### src/rtl/buffered_uart.sv
// Bus-mapped UART with TX/RX FIFOs, W1C error flags, flush and internal loopback.
// Optional parity generation/checking when BUFFERED_UART_PARITY_EN is defined.

module buffered_uart_fifo #(
    parameter int unsigned W  = 8,
    parameter int unsigned AW = 4
) (
    input  logic          clk_i,
    input  logic          rst_i,
    input  logic          flush,
    input  logic          push,
    input  logic          pop,
    input  logic [W-1:0]  wdata,
    output logic [W-1:0]  rdata,
    output logic          empty,
    output logic          full,
    output logic [AW:0]   level
);
    logic [W-1:0] mem [2**AW];
    logic [AW:0]  wr_ptr, rd_ptr;
    logic         do_push, do_pop;

    assign empty   = (wr_ptr == rd_ptr);
    assign full    = (wr_ptr[AW] != rd_ptr[AW]) && (wr_ptr[AW-1:0] == rd_ptr[AW-1:0]);
    assign level   = wr_ptr - rd_ptr;
    assign do_pop  = pop && !empty;
    // a pop in the same cycle frees the slot, so a push into a full FIFO still lands
    assign do_push = push && (!full || do_pop);
    assign rdata   = mem[rd_ptr[AW-1:0]];

    always_ff @(posedge clk_i or negedge rst_i) begin
        if (!rst_i) begin
            wr_ptr <= '0;
            rd_ptr <= '0;
        end else if (flush) begin
            wr_ptr <= '0;
            rd_ptr <= '0;
        end else begin
            if (do_push) wr_ptr <= wr_ptr + 1'b1;
            if (do_pop)  rd_ptr <= rd_ptr + 1'b1;
        end
    end

    always_ff @(posedge clk_i) begin
        if (do_push && !flush) mem[wr_ptr[AW-1:0]] <= wdata;
    end
endmodule

module buffered_uart #(
    parameter int unsigned DATA_BITS       = 8,
    parameter int unsigned FIFO_DEPTH_LOG2 = 4,
    parameter int unsigned OVS             = 16,
    parameter logic [15:0] DIV_RESET       = 16'd53
) (
    input  logic        clk_i,
    input  logic        rst_i,
    output logic        txd_o,
    input  logic        rxd_i,
    input  logic        sel_i,
    input  logic [1:0]  addr_i,
    input  logic [31:0] data_i,
    output logic [31:0] data_o,
    input  logic        we_i,
    output logic        irq_o
);
    // state    | meaning
    // S_IDLE   | line idle / waiting for a character or start edge
    // S_START  | start bit
    // S_DATA   | DATA_BITS data bits, LSB first
    // S_PARITY | parity bit (only reachable with parity enabled)
    // S_STOP   | stop bit
    typedef enum logic [2:0] {S_IDLE, S_START, S_DATA, S_PARITY, S_STOP} uart_state_t;

    localparam int unsigned LW = FIFO_DEPTH_LOG2 + 1;
    localparam int unsigned OW = $clog2(OVS);
    localparam int unsigned BW = $clog2(DATA_BITS);
    localparam logic [OW-1:0] OVS_LAST  = OW'(OVS - 1);
    localparam logic [OW-1:0] HALF_LAST = OW'(OVS / 2 - 1);
    localparam logic [BW-1:0] BIT_LAST  = BW'(DATA_BITS - 1);

    logic wr_en, rd_en, wr_data, wr_status, wr_div, wr_ctrl, rd_pop;
    logic tx_flush, rx_flush;
    logic [15:0] div_q, presc;
    logic tick;
    logic loopback, par_en, par_odd;
    logic fe, ovr, pe;

    assign wr_en     = sel_i && we_i;
    assign rd_en     = sel_i && !we_i;
    assign wr_data   = wr_en && (addr_i == 2'd0);
    assign wr_status = wr_en && (addr_i == 2'd1);
    assign wr_div    = wr_en && (addr_i == 2'd2);
    assign wr_ctrl   = wr_en && (addr_i == 2'd3);
    assign tx_flush  = wr_ctrl && data_i[1];
    assign rx_flush  = wr_ctrl && data_i[0];

    logic unused_bits;
    assign unused_bits = ^data_i[31:16];

    always_ff @(posedge clk_i or negedge rst_i) begin
        if (!rst_i) begin
            div_q    <= DIV_RESET;
            presc    <= '0;
            loopback <= 1'b0;
        end else begin
            if (wr_div) div_q <= data_i[15:0];
            if (wr_div || tick) presc <= '0;
            else                presc <= presc + 1'b1;
            if (wr_ctrl) loopback <= data_i[2];
        end
    end
    assign tick = (presc == div_q);

`ifdef BUFFERED_UART_PARITY_EN
    always_ff @(posedge clk_i or negedge rst_i) begin
        if (!rst_i) begin
            par_en  <= 1'b0;
            par_odd <= 1'b0;
        end else if (wr_ctrl) begin
            par_en  <= data_i[3];
            par_odd <= data_i[4];
        end
    end
`else
    assign par_en  = 1'b0;
    assign par_odd = 1'b0;
`endif

    // ---------------- TX ----------------
    logic [DATA_BITS-1:0] tx_head, tx_shift;
    logic                 tx_empty, tx_full, tx_pop, tx_par, tx_bit_end;
    logic [LW-1:0]        tx_level_unused;
    logic [OW-1:0]        tx_cnt;
    logic [BW-1:0]        tx_bits;
    uart_state_t          tx_state, tx_state_nxt;

    buffered_uart_fifo #(.W(DATA_BITS), .AW(FIFO_DEPTH_LOG2)) u_tx_fifo (
        .clk_i(clk_i), .rst_i(rst_i), .flush(tx_flush), .push(wr_data), .pop(tx_pop),
        .wdata(data_i[DATA_BITS-1:0]), .rdata(tx_head), .empty(tx_empty),
        .full(tx_full), .level(tx_level_unused)
    );

    assign tx_bit_end = tick && (tx_cnt == '0);

    always_comb begin
        tx_state_nxt = tx_state;
        tx_pop       = 1'b0;
        case (tx_state)
            S_IDLE:   if (tick && !tx_empty) begin
                          tx_pop       = 1'b1;
                          tx_state_nxt = S_START;
                      end
            S_START:  if (tx_bit_end) tx_state_nxt = S_DATA;
            S_DATA:   if (tx_bit_end && (tx_bits == '0)) tx_state_nxt = par_en ? S_PARITY : S_STOP;
            S_PARITY: if (tx_bit_end) tx_state_nxt = S_STOP;
            S_STOP:   if (tx_bit_end) begin
                          if (!tx_empty) begin
                              tx_pop       = 1'b1;
                              tx_state_nxt = S_START;
                          end else begin
                              tx_state_nxt = S_IDLE;
                          end
                      end
            default:  tx_state_nxt = S_IDLE;
        endcase
    end

    always_ff @(posedge clk_i or negedge rst_i) begin
        if (!rst_i) begin
            tx_state <= S_IDLE;
            tx_shift <= '0;
            tx_cnt   <= '0;
            tx_bits  <= '0;
            tx_par   <= 1'b0;
        end else begin
            tx_state <= tx_state_nxt;
            if (tx_pop) begin
                tx_shift <= tx_head;
                tx_cnt   <= OVS_LAST;
                tx_bits  <= BIT_LAST;
                tx_par   <= (^tx_head) ^ par_odd;
            end else if (tick && (tx_state != S_IDLE)) begin
                if (tx_cnt == '0) begin
                    tx_cnt <= OVS_LAST;
                    if (tx_state == S_DATA) begin
                        tx_shift <= tx_shift >> 1;
                        tx_bits  <= tx_bits - 1'b1;
                    end
                end else begin
                    tx_cnt <= tx_cnt - 1'b1;
                end
            end
        end
    end

    // decoded from state flops so reset forces the line high without a clock
    always_comb begin
        case (tx_state)
            S_START:  txd_o = 1'b0;
            S_DATA:   txd_o = tx_shift[0];
            S_PARITY: txd_o = tx_par;
            default:  txd_o = 1'b1;
        endcase
    end

    // ---------------- RX ----------------
    logic                 rx_meta, rx_sync, rx_in, rx_sample, rx_done, rx_push;
    logic [DATA_BITS-1:0] rx_shift, rx_head;
    logic                 rx_empty, rx_full;
    logic [LW-1:0]        rx_level;
    logic [OW-1:0]        rx_cnt;
    logic [BW-1:0]        rx_bits;
    uart_state_t          rx_state, rx_state_nxt;

    always_ff @(posedge clk_i or negedge rst_i) begin
        if (!rst_i) begin
            rx_meta <= 1'b1;
            rx_sync <= 1'b1;
        end else begin
            rx_meta <= rxd_i;
            rx_sync <= rx_meta;
        end
    end

    assign rx_in     = loopback ? txd_o : rx_sync;
    assign rx_sample = tick && (rx_cnt == '0);
    assign rd_pop    = rd_en && (addr_i == 2'd0) && !rx_empty;
    assign rx_push   = rx_done;

    buffered_uart_fifo #(.W(DATA_BITS), .AW(FIFO_DEPTH_LOG2)) u_rx_fifo (
        .clk_i(clk_i), .rst_i(rst_i), .flush(rx_flush), .push(rx_push), .pop(rd_pop),
        .wdata(rx_shift), .rdata(rx_head), .empty(rx_empty),
        .full(rx_full), .level(rx_level)
    );

    always_comb begin
        rx_state_nxt = rx_state;
        rx_done      = 1'b0;
        case (rx_state)
            S_IDLE:   if (tick && !rx_in) rx_state_nxt = S_START;
            S_START:  if (rx_sample) rx_state_nxt = rx_in ? S_IDLE : S_DATA;
            S_DATA:   if (rx_sample && (rx_bits == '0)) rx_state_nxt = par_en ? S_PARITY : S_STOP;
            S_PARITY: if (rx_sample) rx_state_nxt = S_STOP;
            S_STOP:   if (rx_sample) begin
                          rx_done      = 1'b1;
                          rx_state_nxt = S_IDLE;
                      end
            default:  rx_state_nxt = S_IDLE;
        endcase
        if (rx_flush) begin
            rx_state_nxt = S_IDLE;
            rx_done      = 1'b0;
        end
    end

    // counter parks at the half-bit value while idle so START samples mid-bit
    always_ff @(posedge clk_i or negedge rst_i) begin
        if (!rst_i) begin
            rx_state <= S_IDLE;
            rx_shift <= '0;
            rx_cnt   <= '0;
            rx_bits  <= '0;
        end else begin
            rx_state <= rx_state_nxt;
            if (rx_state == S_IDLE) begin
                rx_cnt  <= HALF_LAST;
                rx_bits <= BIT_LAST;
            end else if (tick) begin
                if (rx_cnt == '0) begin
                    rx_cnt <= OVS_LAST;
                    if (rx_state == S_DATA) begin
                        rx_shift <= {rx_in, rx_shift[DATA_BITS-1:1]};
                        rx_bits  <= rx_bits - 1'b1;
                    end
                end else begin
                    rx_cnt <= rx_cnt - 1'b1;
                end
            end
        end
    end

    // ---------------- flags and bus ----------------
    logic fe_set, ovr_set;
    assign fe_set  = rx_done && !rx_in;
    assign ovr_set = rx_done && rx_full && !rd_pop;

    always_ff @(posedge clk_i or negedge rst_i) begin
        if (!rst_i) begin
            fe  <= 1'b0;
            ovr <= 1'b0;
        end else begin
            fe  <= (fe  && !(wr_status && data_i[2])) || fe_set;
            ovr <= (ovr && !(wr_status && data_i[3])) || ovr_set;
        end
    end

`ifdef BUFFERED_UART_PARITY_EN
    logic pe_set;
    assign pe_set = (rx_state == S_PARITY) && rx_sample && !rx_flush &&
                    (rx_in != ((^rx_shift) ^ par_odd));
    always_ff @(posedge clk_i or negedge rst_i) begin
        if (!rst_i) pe <= 1'b0;
        else        pe <= (pe && !(wr_status && data_i[6])) || pe_set;
    end
`else
    assign pe = 1'b0;
`endif

    logic [31:0] status_word, ctrl_word;
    always_comb begin
        status_word       = '0;
        status_word[0]    = !tx_empty || (tx_state != S_IDLE);
        status_word[1]    = !rx_empty;
        status_word[2]    = fe;
        status_word[3]    = ovr;
        status_word[4]    = tx_full;
        status_word[5]    = rx_full;
        status_word[6]    = pe;
        status_word[15:8] = 8'(rx_level);
    end
    assign ctrl_word = {27'b0, par_odd, par_en, loopback, 2'b00};

    always_ff @(posedge clk_i or negedge rst_i) begin
        if (!rst_i) begin
            data_o <= '0;
        end else if (rd_en) begin
            case (addr_i)
                2'd0:    data_o <= rx_empty ? 32'd0 : 32'(rx_head);
                2'd1:    data_o <= status_word;
                2'd2:    data_o <= {16'b0, div_q};
                default: data_o <= ctrl_word;
            endcase
        end
    end

    assign irq_o = !rx_empty || fe || ovr || pe;
endmodule

### config.mk
export PLATFORM = sky130hd
export DESIGN_NAME = buffered_uart
export DESIGN_NICKNAME = d
export VERILOG_FILES = /design/src/rtl/buffered_uart.sv
export SDC_FILE = /design/constraint.sdc
export NUM_CORES = 1
export LEC_CHECK = 0
export CAP_MARGIN = 20
export CORE_UTILIZATION = 45
export CTS_CLUSTER_DIAMETER = 200
export CTS_CLUSTER_SIZE = 24
export DETAILED_ROUTE_END_ITERATION = 6
export PLACE_DENSITY_LB_ADDON = 0.1
export SLEW_MARGIN = 5
export SYNTH_ARGS = -nofsm -noshare
export SYNTH_HDL_FRONTEND = slang
export SYNTH_SLANG_ARGS = --single-unit
### constraint.sdc
create_clock -name clk_i -period 3.3 [get_ports clk_i]
set_input_delay 0.495 -clock clk_i [delete_from_list [all_inputs] [get_ports clk_i]]
set_output_delay 0.495 -clock clk_i [all_outputs]
set_load 0.01 [all_outputs]
==> summary.txt, run 1 <==
Run status
  – Outcome: complete, no violations

Yosys
  – Largest cells by area after synthesis: edfxtp_1, dfrtp_1, mux4_2
  – Ys Warns: 0
  – Seq/Total Area, Yosys: 66.1%
  – Post-Synthesis Cell Area: 0.0158 mm²
  – Post-synth cell types: 62
  – Synthesized instance count: 1062
  – Post-synth top area share: 48.6%
  – Synth Area per Inst: 14.9 µm²
  – Synth Register Bits: 366
  – Ys flop type: edfxtp_1
  – Synth async-reset ratio: 30.1%
  – Post-synth EDFFs: 256
  – Post-synth top area cell: edfxtp_1

Power
  – Leak: 6.49 nW
  – Cell Pwr Density: 583 mW/mm²
  – Power consumption: 10.2 mW
  – Peak VDD IR: 0.397 mV

Placement
  – DP Area: 0.0169 mm²
  – I/O Buffers: 40
  – Pre-CTS setup slack: 0.173 ns
  – Dpl cells: 1559
  – RD Place Congestion: 0.768
  – Dpl hpwl: 22900 µm

Clock tree
  – Clk_lat worst skew: 0.52 ns
  – Clk root buf: clkbuf_16
  – CTS clk-pin slew, worst paths: 0.10 ns
  – Clock sinks: 366
  – H-tree levels: 1
  – Maximum buffer depth of the clock tree: 3
  – Inserted Clock Buffers: 19
  – CTS tree: yes

GRT
  – Initial antenna violation count: 0
  – Grt ovf: 0
  – Total GRT Usage: 19.4%
  – Largest net degree at the start of global routing: 56
  – First-pass GRT wire length: 52500 µm
  – Vias in the first global route: 8847

Drt
  – Initial DRC count: 528
  – Wire per inst: 21.2 µm
  – Drt total wl: 33800 µm
  – Via count: 8656
  – First-pass detailed-route iteration total: 5
  – Post-route ant nets: 0
  – DRC Markers: 0
  – Vias per cell: 5.43

Finish
  – Commonest non-fill, non-tap cells in the layout: edfxtp_1, dfrtp_1, nor2_1
  – Finished Layout Cells: 1595
  – Finished Cell Area: 0.0175 mm²
  – Commonest non-fill, non-tap cell in the layout: edfxtp_1
  – Layout area overhead: 10.7%
  – # fillers: 2973
  – Proportion of layout cells with a drive suffix above 1: 14.9%
  – Nets: 1189
  – ANT cells: 0

Worst setup path
  – Worst path cell trace: ha_4, nand4_1, inv_1, nand2_1, or3_1, clkdlybuf4s50_1
  – Worst Path Arrival: 2.63 ns
  – Required @ worst endpoint: 2.80 ns
  – Worst Path Max Fanout: 9
  – Critical-path top delay cell: clkdlybuf4s50_1
  – R2r worst-path depth: 7
  – Critical path launch point type: flip-flop
  – Crit path capture type: output pin
  – Crit-path max cell delay: 0.52 ns
  – Setup CP Type: flip-flop to output pin

Die
  – Io pins: 73
  – Die X: 189 µm
  – Die area: 0.0359 mm²
  – FP Rows: 68
  – CORE AREA: 0.0345 mm²
  – Starting Density: 45.7%
  – Die Ht: 189 µm

Hold path
  – Hold path depth: 0
  – Hold Path Class: flip-flop to flip-flop

STA
  – Relative slew slack: 46.5%
  – Minimum clock period: 3.13 ns
  – Final Hold Fails: 0
  – Worst-Margin Slew: 0.800 ns
  – Final setup margin: 0.173 ns
  – Final Max Slew Viols: 0
  – Setup violators final: 0
  – Final Cycle Share: 94.8%
  – Worst Skew: 0.0245 ns
  – Peak Freq: 0.320 GHz
  – RSZ-0062 raised after global routing: no

Flow run
  – Max-cap violations: 0
## worst max-delay path: cells and delay by family (launching register included)
| family | cells | cell delay [ns] |
|---|---|---|
| adders and majority gates | 1 | 0.35 |
| DFF | 1 | 0.51 |
| and+or+nand+nor | 3 | 0.63 |
| buffers and inverters | 2 | 0.62 |
## stage by stage
step	TNS, ns	util, %	hold WS, ns
3_5_place_dp	0	49.0	0.362
6_report	0	50.6	0.370
4_1_cts	0	50.6	0.370
5_1_grt	0	50.6	0.377
3_3_place_gp	0	49.0	0.362
2_1_floorplan	-6.76	-	0.199
## worst paths after layout
| kind | start | end | slack (ns) |
|---|---|---|---|
| worst max-delay path | u_rx_fifo.wr_ptr[2] | irq_o | 0.17 |
| min in group asynchronous | rst_i | tx_cnt[1] | 0.51 |
| max in group asynchronous | rst_i | rx_meta | 2.02 |
| worst max register to register | div_q[5] | u_tx_fifo.mem[1][5] | 0.18 |
| worst min-delay path | rx_meta | rx_sync | 0.37 |
| worst min register to register | rx_meta | rx_sync | 0.37 |
## power breakdown
group | internal [mW] | total, mW | switching (mW)
sequential | 5.12 | 5.37 | 0.246
clock | 1.11 | 2.53 | 1.42
combinational | 1.06 | 2.30 | 1.23
total | 7.29 | 10.2 | 2.90
## repair_timing
action / in CTS / in global routing
buffers inserted: 0 / 2
endpoints found under the setup margin: 0 / 1
hold buffers: 1 / 0
endpoints found under the hold margin: 40 / 0
resized for setup: 0 / 1
## logic make-up after synthesis
kind of cell	share of synthesized area (%)
other	0.0237
muxes	12.2
adders and majority gates	1.79
AOI/OAI and AO/OA	5.64
buffers and inverters	3.06
xor gates and xnor gates	3.16
DFF	66.1
and+or+nand+nor	7.97
## synthesized netlist by cell type, types with 2 or more instances
library cell	count
ha_1	21
o211ai_1	8
o311ai_0	2
edfxtp_1	256
o22a_1	3
nand2_1	55
xor2_1	21
and2_1	22
mux4_2	49
a21o_1	2
or2_2	2
and3b_1	4
a31o_2	3
a31oi_1	4
a211oi_1	5
nand2b_1	7
and4_1	2
a22o_1	6
a32oi_1	2
nor3b_1	6
dfrtp_1	104
mux2_2	25
clkbuf_1	29
a22oi_1	26
nand4_1	12
nor4_1	10
buf_1	4
nor2b_1	5
dfstp_2	6
nor3_1	3
nor2_1	80
o21ai_0	30
nand4b_1	2
xnor2_1	36
buf_4	19
or3_1	8
and3_1	8
mux2i_1	55
nand3_1	18
buf_6	2
a21oi_1	35
inv_1	35
buf_2	11
## sequential cells by signal, indices dropped and copies added, names as in the netlist, 3 cells and up
register          flops
data_o               16
div_q                16
presc                16
rx_bits               3
rx_cnt                4
rx_shift              8
rx_state              3
tx_bits               3
tx_cnt                4
tx_shift              8
tx_state              3
u_rx_fifo.mem       128
u_rx_fifo.rd_ptr      5
u_rx_fifo.wr_ptr      5
u_tx_fifo.mem       128
u_tx_fifo.rd_ptr      5
u_tx_fifo.wr_ptr      5
## layout make-up
| class | count | area [µm²] | area share [%] |
|---|---|---|---|
| clock inverters | 1 | 20.0 | 0.114 |
| well taps | 455 | 569 | 3.25 |
| clock buffers | 32 | 524 | 3.00 |
| repair buffers | 95 | 851 | 4.86 |
| flip-flops and latches | 366 | 10500 | 59.7 |
| multi-input cells | 609 | 4940 | 28.2 |
| inverters | 37 | 139 | 0.794 |
## layer usage
| layer | GRT usage (%) | wire length (µm) |
|---|---|---|
| met5 | 0 | 0 |
| met4 | 4.62 | 763 |
| met3 | 1.65 | 843 |
| met2 | 32.8 | 16600 |
| met1 | 27.2 | 15600 |
Power figures use the tool's default switching activity.
==> run 2, diff against run 1 <==
Settings changed: ABC_AREA from default to 1, REMOVE_ABC_BUFFERS from default to 1.
==> summary.txt, run 2 <==
STA
  – Peak Freq: 0.315 GHz (was 0.320 GHz)
  – Setup TNS: 0 ns (unchanged)
  – Worst Skew: 0.0224 ns (was 0.0245 ns)
  – Final Hold Fails: 0 (unchanged)
  – Setup violators final: 0 (unchanged)
  – Final setup margin: 0.126 ns (was 0.173 ns)
  – Minimum clock period: 3.17 ns (was 3.13 ns)
  – Relative slew slack: 39.3% (was 46.5%)
  – RSZ-0062 raised after global routing: no (unchanged)
  – Final Max Slew Viols: 0 (unchanged)
  – Final Cycle Share: 96.2% (was 94.8%)
  – Worst-Margin Slew: 0.908 ns (was 0.800 ns)

Worst setup path
  – Worst Path Max Fanout: 8 (was 9)
  – Crit path capture type: output pin (unchanged)
  – Critical path launch point type: flip-flop (unchanged)
  – Required @ worst endpoint: 2.80 ns (about the same)
  – Worst Path Arrival: 2.68 ns (was 2.63 ns)
  – Launch point of the worst path: u_rx_fifo.wr_ptr[3] (was u_rx_fifo.wr_ptr[2])
  – Worst r2r src: u_rx_fifo.rd_ptr[2] (was div_q[5])
  – Setup CP Type: flip-flop to output pin (unchanged)

Finish
  – Commonest non-fill, non-tap cell in the layout: nand2_1 (was edfxtp_1)
  – Nets: 1815 (was 1189)
  – # fillers: 3352 (was 2973)
  – Finished Cell Area: 0.0184 mm² (was 0.0175 mm²)
  – ANT cells: 0 (unchanged)
  – Layout area overhead: 9.70% (was 10.7%)
  – Proportion of layout cells with a drive suffix above 1: 7.41% (was 14.9%)
  – Final core utilization: 50.3% (was 50.6%)
  – Commonest non-fill, non-tap cells in the layout: nand2_1, edfxtp_1, inv_1 (was edfxtp_1, dfrtp_1, nor2_1)

Drt
  – Wire per inst: 17.6 µm (was 21.2 µm)
  – Post-route ant nets: 0 (unchanged)
  – Initial DRC count: 699 (was 528)
  – Drt total wl: 39400 µm (was 33800 µm)
  – First-pass detailed-route iteration total: 5 (unchanged)
  – Via count: 11600 (was 8656)
  – DRC Markers: 0 (unchanged)
  – Vias per cell: 5.19 (was 5.43)

GRT
  – Vias in the first global route: 11100 (was 8847)
  – Initial antenna violation count: 0 (unchanged)
  – First-pass GRT wire length: 62000 µm (was 52500 µm)
  – Largest net degree at the start of global routing: 80 (was 56)
  – Total GRT Usage: 20.8% (was 19.4%)
  – Grt ovf: 0 (unchanged)

Die
  – Io pins: 73 (unchanged)
  – Die area: 0.0380 mm² (was 0.0359 mm²)
  – FP Rows: 70 (was 68)
  – Die Ht: 195 µm (was 189 µm)
  – CORE AREA: 0.0366 mm² (was 0.0345 mm²)
  – Starting Density: 45.8% (was 45.7%)
  – Die X: 195 µm (was 189 µm)

Clock tree
  – Inserted Clock Buffers: 19 (unchanged)
  – CTS clk-pin slew, worst paths: 0.10 ns (about the same)
  – Maximum buffer depth of the clock tree: 3 (unchanged)
  – Clk root buf: clkbuf_16 (unchanged)
  – CTS tree: yes (unchanged)
  – Clk_lat worst skew: 0.54 ns (was 0.52 ns)
  – H-tree levels: 1 (unchanged)
  – Clock sinks: 366 (unchanged)

Yosys
  – Synth Register Bits: 366 (unchanged)
  – Synth async-reset ratio: 30.1% (unchanged)
  – Synthesized instance count: 1700 (was 1062)
  – Post-synth EDFFs: 256 (unchanged)
  – Synth Area per Inst: 9.87 µm² (was 14.9 µm²)
  – Most common cell in the netlist: nand2_1 (was edfxtp_1)
  – Ys flop type: edfxtp_1 (unchanged)
  – Post-synth top area share: 45.8% (was 48.6%)
  – Seq/Total Area, Yosys: 62.3% (was 66.1%)
  – Post-Synthesis Cell Area: 0.0168 mm² (was 0.0158 mm²)
  – Post-synth top cells: nand2_1, edfxtp_1, inv_1, nor2_1, nand3_1 (was edfxtp_1, dfrtp_1, nor2_1, mux2i_1, nand2_1)
  – Post-synth top area cell: edfxtp_1 (unchanged)
  – Largest cells by area after synthesis: edfxtp_1, dfrtp_1, nand2_1 (was edfxtp_1, dfrtp_1, mux4_2)
  – Ys Warns: 0 (unchanged)
  – Post-synth cell types: 53 (was 62)

Placement
  – Pre-CTS setup slack: 0.336 ns (was 0.173 ns)
  – I/O Buffers: 40 (unchanged)
  – Dpl hpwl: 25800 µm (was 22900 µm)
  – DP Area: 0.0178 mm² (was 0.0169 mm²)
  – RD Place Congestion: 0.856 (was 0.768)

Run status
  – Outcome: complete, no violations (unchanged)

Power
  – Internal power: 7.14 mW (was 7.29 mW)
  – Gate power share: 24.9% (was 22.5%)
  – Peak VDD IR: 0.389 mV (was 0.397 mV)
  – Leak: 7.94 nW (was 6.49 nW)
  – Power consumption: 10.6 mW (was 10.2 mW)
  – Cell Pwr Density: 574 mW/mm² (was 583 mW/mm²)
  – Psw: 3.42 mW (was 2.90 mW)
  – Sequential share of power: 50.4% (was 52.6%)
  – Sw frac: 32.4% (was 28.4%)
  – Power share of the clock group: 24.7% (was 24.8%)

Hold path
  – Hold Path Class: primary input to flip-flop (was flip-flop to flip-flop)
  – Hold_sp: rxd_i (was rx_meta)

Flow run
  – Max-cap violations: 0 (unchanged)
## run 2: changes by cell type after synthesis, moves of 16 or more
cell,change
xnor2_1,-21
o22ai_1,+16
a22oi_1,-26
mux2_2,-21
and2_1,-22
nor3_1,+27
o21ai_0,+81
nor2_1,+98
nand2_1,+353
mux2i_1,-55
nand3_1,+107
mux4_2,-49
inv_1,+144
## run 2: power groups by stage
| stage | clock network, mW | logic [mW] | registers [mW] |
|---|---|---|---|
| after floorplan | 0 | 1.54 | 5.50 |
| after global placement | 0 | 2.62 | 5.42 |
| after detailed placement | 0 | 2.63 | 5.42 |
| after CTS | 2.67 | 2.66 | 5.32 |
| after global routing | 2.80 | 2.92 | 5.36 |
| final | 2.61 | 2.63 | 5.32 |
## run 2: kinds of logic after synthesis
logic type | after synthesis | synth area share, %
muxes | 4 | 0.269
xor gates and xnor gates | 26 | 1.40
DFF | 366 | 62.3
AOI/OAI and AO/OA | 222 | 7.39
other | 1 | 0.0224
adders and majority gates | 22 | 1.69
buffers and inverters | 271 | 6.87
and+or+nand+nor | 788 | 20.1
## run 2: path summary, 6_finish.rpt
check / endpoint / slack, ns / depth (start not counted)
setup / recovery: irq_o / 0.13 / 5
hold / removal: rx_meta / 0.35 / 1
setup reg to reg: u_rx_fifo.mem[3][7] / 0.44 / 13
hold reg to reg: rx_sync / 0.37 / 0
max in group asynchronous: u_rx_fifo.wr_ptr[2] / 2.07 / 3
min in group asynchronous: tx_bits[0] / 0.44 / 2
## run 2: layout make-up
| type | count | area, µm² | share of cell area (%) |
|---|---|---|---|
| flip-flops and latches | 366 | 10500 | 56.8 |
| multi-input cells | 1078 | 5230 | 28.4 |
| repair buffers | 98 | 861 | 4.68 |
| inverters | 191 | 719 | 3.91 |
| well taps | 468 | 586 | 3.18 |
| clock buffers | 32 | 524 | 2.85 |
| clock inverters | 2 | 28.8 | 0.156 |
## run 2: timing repair
| action | in CTS | in global routing |
|---|---|---|
| setup endpoints to repair | 1 | 1 |
| pin swaps | 1 | 0 |
| resized for setup | 0 | 1 |
| endpoints found under the hold margin | 31 | 0 |
| cloned | 0 | 0 |
| hold buffers | 1 | 0 |
| setup buffers | 1 | 0 |
## run 2: worst max-delay path: stages (launching register included)
cell	delay, ns
dfrtp_1	0.51
ha_1	0.39
nand2_1	0.14
nor4_4	0.36
nand3_1	0.21
clkdlybuf4s50_1	0.53
## run 2: through the flow
stage	hold WS [ns]	instances
2_1_floorplan	0.199	1635
3_3_place_gp	0.349	2199
3_5_place_dp	0.350	2199
4_1_cts	0.328	2235
5_1_grt	0.358	2235
6_report	0.351	2235
## run 2: routing by layer
metal / part of all wire [%] / GRT usage, %
met1: 46 / 28.8
met2: 48 / 35.6
met3: 3.7 / 1.71
met4: 2.3 / 5.25
met5: 0 / 0
